<file path="config.mk">
export PLATFORM = sky130hd
export DESIGN_NAME = operand_scoreboard_flat
export DESIGN_NICKNAME = d
export VERILOG_FILES = /design/src/rtl/operand_scoreboard_if.sv /design/src/rtl/operand_scoreboard.sv /design/src/flat_wrapper.sv
export SDC_FILE = /design/constraint.sdc
export NUM_CORES = 1
export LEC_CHECK = 0
export ABC_AREA = 1
export ABC_CLOCK_PERIOD_IN_PS = 5400
export CAP_MARGIN = 10
export CELL_PAD_IN_SITES_DETAIL_PLACEMENT = 1
export CELL_PAD_IN_SITES_GLOBAL_PLACEMENT = 1
export CORE_UTILIZATION = 38
export DETAILED_ROUTE_END_ITERATION = 7
export PLACE_DENSITY = 0.93
export SLEW_MARGIN = 20
export SYNTH_ARGS = -nofsm -noshare
export SYNTH_HDL_FRONTEND = slang
export SYNTH_SLANG_ARGS = --single-unit
</file>
<file path="constraint.sdc">
create_clock -name clk -period 5.4 [get_ports clk]
set_clock_uncertainty 0.05 [all_clocks]
set_input_delay 0.54 -clock clk [delete_from_list [all_inputs] [get_ports clk]]
set_output_delay 0.54 -clock clk [all_outputs]
set_load 0.005 [all_outputs]
</file>
<file path="src/rtl/operand_scoreboard_if.sv">
// Decode/writeback handshake bundle between the pipeline and the operand scoreboard.
interface operand_scoreboard_if;
    logic       id_valid;
    logic       id_ready;
    logic [4:0] id_rs1;
    logic [4:0] id_rs2;
    logic       id_use_rs1;
    logic       id_use_rs2;
    logic [4:0] id_rd;
    logic       id_rd_we;
    logic [4:0] raddr1;
    logic [4:0] raddr2;
    logic       wb_valid;
    logic [4:0] wb_rd;
    logic       flush;

    modport master (
        output id_valid, id_rs1, id_rs2, id_use_rs1, id_use_rs2, id_rd, id_rd_we,
        output wb_valid, wb_rd, flush,
        input  id_ready, raddr1, raddr2
    );

    modport slave (
        input  id_valid, id_rs1, id_rs2, id_use_rs1, id_use_rs2, id_rd, id_rd_we,
        input  wb_valid, wb_rd, flush,
        output id_ready, raddr1, raddr2
    );
endinterface

</file>
<file path="src/rtl/operand_scoreboard.sv">
// Decode-stage register busy tracker: RAW/WAW hazard check, in-flight write limit, WB bypass.
// Optional SCOREBOARD_PERF_EN adds a saturating stall_cnt output.
module operand_scoreboard #(
    parameter int MAX_INFLIGHT = 4,
    parameter int NREGS        = 32,
    localparam int CW          = $clog2(MAX_INFLIGHT + 1)
) (
    input  logic                 clk,
    input  logic                 rst_n,
    operand_scoreboard_if.slave  sb,
    output logic [NREGS-1:0]     busy_vec,
`ifdef SCOREBOARD_PERF_EN
    output logic [31:0]          stall_cnt,
`endif
    output logic [CW-1:0]        inflight_cnt,
    output logic                 wb_err
);
    logic [NREGS-1:0] busy, busy_eff, busy_nxt;
    logic [CW-1:0]    cnt_eff;
    logic             clr, set, hazard, full, issue, wb_bad;

    assign sb.raddr1 = sb.id_rs1;
    assign sb.raddr2 = sb.id_rs2;

    assign clr    = sb.wb_valid & (sb.wb_rd != 5'd0) & busy[sb.wb_rd] & ~sb.flush;
    assign wb_bad = sb.wb_valid & (sb.wb_rd != 5'd0) & ~busy[sb.wb_rd] & ~sb.flush;

    // A register retiring this cycle is already visible to Decode (negedge regfile write).
    always_comb begin
        busy_eff = busy;
        if (clr) busy_eff[sb.wb_rd] = 1'b0;
    end

    assign hazard = (sb.id_use_rs1 & busy_eff[sb.id_rs1])
                  | (sb.id_use_rs2 & busy_eff[sb.id_rs2])
                  | (sb.id_rd_we & (sb.id_rd != 5'd0) & busy_eff[sb.id_rd]);

    assign cnt_eff     = inflight_cnt - CW'(clr);
    assign full        = sb.id_rd_we & (sb.id_rd != 5'd0) & (cnt_eff == CW'(MAX_INFLIGHT));
    assign sb.id_ready = rst_n & ~sb.flush & ~hazard & ~full;
    assign issue       = sb.id_valid & sb.id_ready;
    assign set         = issue & sb.id_rd_we & (sb.id_rd != 5'd0);

    // Set after clear so a same-cycle retire+reissue of one index leaves it busy.
    always_comb begin
        busy_nxt = busy_eff;
        if (set) busy_nxt[sb.id_rd] = 1'b1;
        if (sb.flush) busy_nxt = '0;
        busy_nxt[0] = 1'b0;
    end

    always_ff @(posedge clk or negedge rst_n) begin
        if (!rst_n) begin
            busy         <= '0;
            inflight_cnt <= '0;
            wb_err       <= 1'b0;
        end else begin
            busy         <= busy_nxt;
            inflight_cnt <= sb.flush ? '0 : inflight_cnt + CW'(set) - CW'(clr);
            if (wb_bad) wb_err <= 1'b1;
        end
    end

    assign busy_vec = busy;

`ifdef SCOREBOARD_PERF_EN
    always_ff @(posedge clk or negedge rst_n) begin
        if (!rst_n)
            stall_cnt <= '0;
        else if (sb.id_valid & ~sb.id_ready & ~sb.flush & (stall_cnt != 32'hFFFF_FFFF))
            stall_cnt <= stall_cnt + 32'd1;
    end
`endif
endmodule
</file>
<file path="src/flat_wrapper.sv">
// flat-port wrapper written by rule: the top's interface ports become plain ports
module operand_scoreboard_flat 
#(
    parameter int MAX_INFLIGHT = 4,
    parameter int NREGS        = 32,
    localparam int CW          = $clog2(MAX_INFLIGHT + 1)
)
  (clk, rst_n, busy_vec, inflight_cnt, wb_err, sb_id_valid, sb_id_rs1, sb_id_rs2, sb_id_use_rs1, sb_id_use_rs2, sb_id_rd, sb_id_rd_we, sb_wb_valid, sb_wb_rd, sb_flush, sb_id_ready, sb_raddr1, sb_raddr2);
  operand_scoreboard_if sb_i ();
  input  logic clk;
  input  logic rst_n;
  output logic [NREGS-1:0] busy_vec;
  output logic [CW-1:0] inflight_cnt;
  output logic wb_err;
  input wire logic [$bits(sb_i.id_valid)-1:0] sb_id_valid;
  input wire logic [$bits(sb_i.id_rs1)-1:0] sb_id_rs1;
  input wire logic [$bits(sb_i.id_rs2)-1:0] sb_id_rs2;
  input wire logic [$bits(sb_i.id_use_rs1)-1:0] sb_id_use_rs1;
  input wire logic [$bits(sb_i.id_use_rs2)-1:0] sb_id_use_rs2;
  input wire logic [$bits(sb_i.id_rd)-1:0] sb_id_rd;
  input wire logic [$bits(sb_i.id_rd_we)-1:0] sb_id_rd_we;
  input wire logic [$bits(sb_i.wb_valid)-1:0] sb_wb_valid;
  input wire logic [$bits(sb_i.wb_rd)-1:0] sb_wb_rd;
  input wire logic [$bits(sb_i.flush)-1:0] sb_flush;
  output wire logic [$bits(sb_i.id_ready)-1:0] sb_id_ready;
  output wire logic [$bits(sb_i.raddr1)-1:0] sb_raddr1;
  output wire logic [$bits(sb_i.raddr2)-1:0] sb_raddr2;
  assign sb_i.id_valid = sb_id_valid;
  assign sb_i.id_rs1 = sb_id_rs1;
  assign sb_i.id_rs2 = sb_id_rs2;
  assign sb_i.id_use_rs1 = sb_id_use_rs1;
  assign sb_i.id_use_rs2 = sb_id_use_rs2;
  assign sb_i.id_rd = sb_id_rd;
  assign sb_i.id_rd_we = sb_id_rd_we;
  assign sb_i.wb_valid = sb_wb_valid;
  assign sb_i.wb_rd = sb_wb_rd;
  assign sb_i.flush = sb_flush;
  assign sb_id_ready = sb_i.id_ready;
  assign sb_raddr1 = sb_i.raddr1;
  assign sb_raddr2 = sb_i.raddr2;
  operand_scoreboard #(.MAX_INFLIGHT(MAX_INFLIGHT), .NREGS(NREGS)) u_core (.clk(clk), .rst_n(rst_n), .sb(sb_i), .busy_vec(busy_vec), .inflight_cnt(inflight_cnt), .wb_err(wb_err));
endmodule
</file>
==> metrics.yaml <==
arrival_ns: 4.22
synth.area.top_cells: "dfrtp_1 (25%), nand3_1 (20%), nand2_1 (19%)"
dpl.hpwl_um: 12200
drtPass1Iterations: 7
placedCellCount: 761
core-area_mm2: 0.00885
routabilityCongestion: 0.931
violations: "DRC"
ant_nets: 0
overflow: 0
viasPerCell: 6.02
drive_above_1_share_pct: 3.18
ys_async_sr_fraction_pct: 100
yosysTopAreaCellShare_pct: 24.9
wl_met3_um: 1180
clk_latency_ns: 0.29
whs_ns: 0.450
hp-start: "u_core.wb_err"
yosysSeqAreaShare_pct: 24.9
nets: 692
cts_hold_buf: 0
ys_ff_latch: 35
synth.top_cells.by_count: "nand2_1 (181), nand3_1 (138), nor2_1 (71)"
required_ns: 4.81
num-fill-cells: 1241
ys.flop_type: "dfrtp_1"
reg2reg_slack_ns: 1.48
drv_slew: 0
outcome: "finished with violations"
setup_tns_ns: 0
synthCells: 612
grt_max_degree: 37
reg2reg_depth: 25
clockRootBuffer: "clkbuf_8"
power.density_mw_per_mm2: 149
grt_pass1_wl_um: 25200
cts.sinks: 35
hold_path_class: "reg2reg"
cts_resized: 0
critical_path_class: "in2out"
synth_most_common_cell: "nand2_1"
yosys_warnings: 0
min_path_cells: 1
leakagePower_nw: 1.87
stdcell_count: 769
cts_max_path_buffers: 2
synth_edf_count: 0
postSynthAreaPerCell_um2: 5.74
period_minus_slack_ns: 4.81
synth_largest_area_cell: "dfrtp_1"
syn_nets: 644
clkTransAtPathRegs_ns: 0.07
drv_cap: 0
syn_to_final_growth_pct: 22.7
startpoint_type: "input port"
hold_violations: 0
cts_buffers: 5
cts_max_level: 2
reg2reg_from: "u_core.busy_vec[27]"
grt_usage_pct: 33.3
cts_setup_buffers: 0
die_height_um: 98.2
max_freq_mhz: 208
antenna_cells: 0
routed.top_layer: "met4"
grt_pass1_vias: 4748
setup-violations-final: 0
holdPathEnd: "u_core.wb_err"
endpoint_kind: "output port"
chipWidth_um: 98.2
start_util_pct: 39.7
irDropWorstVdd_mv: 0.0980
r2r-end: "u_core.inflight_cnt[2]"
die_area_mm2: 0.00964
worstSetupStartpoint: "sb_wb_rd[3]"
worstMarginPinSlew_ns: 0.815
wl_met2_um: 7480
rows: 34
finalCritPeriodShare_pct: 89.0
drc_errors: 5
path_max_fanout: 24
cts_tree: "yes"
drt_iter0_drc: 305
antenna_found_initial: 0
placed_cell_area_mm2: 0.00421
drt-met1-wl_um: 6470
io_pins: 75
wl_per_cell_um: 20.3
rsz0062_at_grt: "no"
drt-total-wl_um: 15600
stdcell_area_mm2: 0.00431
netlist_area_mm2: 0.00351
maxSlewHeadroom_pct: 45.5
post_synth_num_cell_types: 28
vias: 4632
io_buffers: 73
## through the flow
step	utilization (%)	worst slack (ns)	power, mW
after global placement	47.6	0.827	0.418
final	48.7	0.595	0.643
after CTS	48.7	0.641	0.639
after global routing	48.7	0.284	0.662
after detailed placement	47.6	0.562	0.424
after floorplan	-	2.05	0.360
## power by group
| group | leakage (nW) | total, mW | switching [mW] | internal [mW] |
|---|---|---|---|---|
| logic | 1.33 | 0.159 | 0.107 | 0.0527 |
| clock network | 0.0515 | 0.220 | 0.103 | 0.117 |
| registers | 0.484 | 0.263 | 0.000757 | 0.262 |
## layer usage
metal,vias to the layer above,track usage [%]
li1,2096,-
met1,2264,42.4
met2,230,57.9
met3,42,3.51
met4,0,13.1
met5,-,0
## cells in the final DEF, fill, tap and decap left out
master,instances
nand2_2,1
dfrtp_1,35
clkinv_1,1
buf_4,8
inv_1,50
nand2_1,181
o21ai_0,3
nand4_1,11
xnor2_1,1
nand3_1,138
conb_1,1
or2_2,2
clkbuf_8,7
o21bai_1,2
ha_1,3
nor2_1,71
nor4_1,3
nor2_2,1
xor2_1,1
o21ai_1,6
inv_2,2
a21boi_1,1
clkbuf_1,1
nor3_1,12
fa_1,1
clkdlybuf4s50_1,73
o211ai_1,12
a21oi_1,33
## sequential cells by signal (all words and copies together), names as in the netlist
register and cells:
u_core.inflight_cnt 3, u_core.busy_vec 31, u_core.wb_err 1
## worst max-delay path by stage
stage / end / slack, ns / cells after the start
after floorplan: u_core.inflight_cnt[2] / 2.05 / 25
after detailed placement: u_core.inflight_cnt[2] / 0.56 / 24
after global placement: sb_id_ready / 0.83 / 21
final: sb_id_ready / 0.59 / 20
after CTS: sb_id_ready / 0.64 / 20
after global routing: sb_id_ready / 0.28 / 20
## cell type report
class / count / area (µm²) / area share, %
flip-flops and latches: 35 / 876 / 20.3
well taps: 108 / 135 / 3.13
clock buffers: 8 / 100 / 2.32
inverters: 53 / 199 / 4.61
repair buffers: 81 / 791 / 18.3
multi-input cells: 484 / 2210 / 51.3
## worst max-delay path: stages
cell,delay [ns]
clkdlybuf4s50_1,0.60
inv_1,0.15
nor3_1,0.45
nand2_1,0.15
nand2_1,0.09
nor2_1,0.05
nand2_2,0.33
nand2_1,0.19
o21ai_1,0.33
nand2_1,0.09
nand3_1,0.12
nor2_1,0.05
nor2_1,0.11
nor2_1,0.07
nand2_1,0.06
nand2_1,0.05
nand2_1,0.05
nand3_1,0.10
nor2_2,0.13
clkdlybuf4s50_1,0.51
## kinds of logic after synthesis
logic type | Yosys count | synth area share, %
other | 1 | 0.107
AND/OR/NAND/NOR | 420 | 51.5
XOR/XNOR | 2 | 0.498
AO/OA/AOI/OAI | 57 | 9.18
buffers and inverters | 93 | 12.2
flip-flops | 35 | 24.9
adder cells (fa/ha/maj) | 4 | 1.64
No activity file was read; power rests on OpenSTA's default activity.
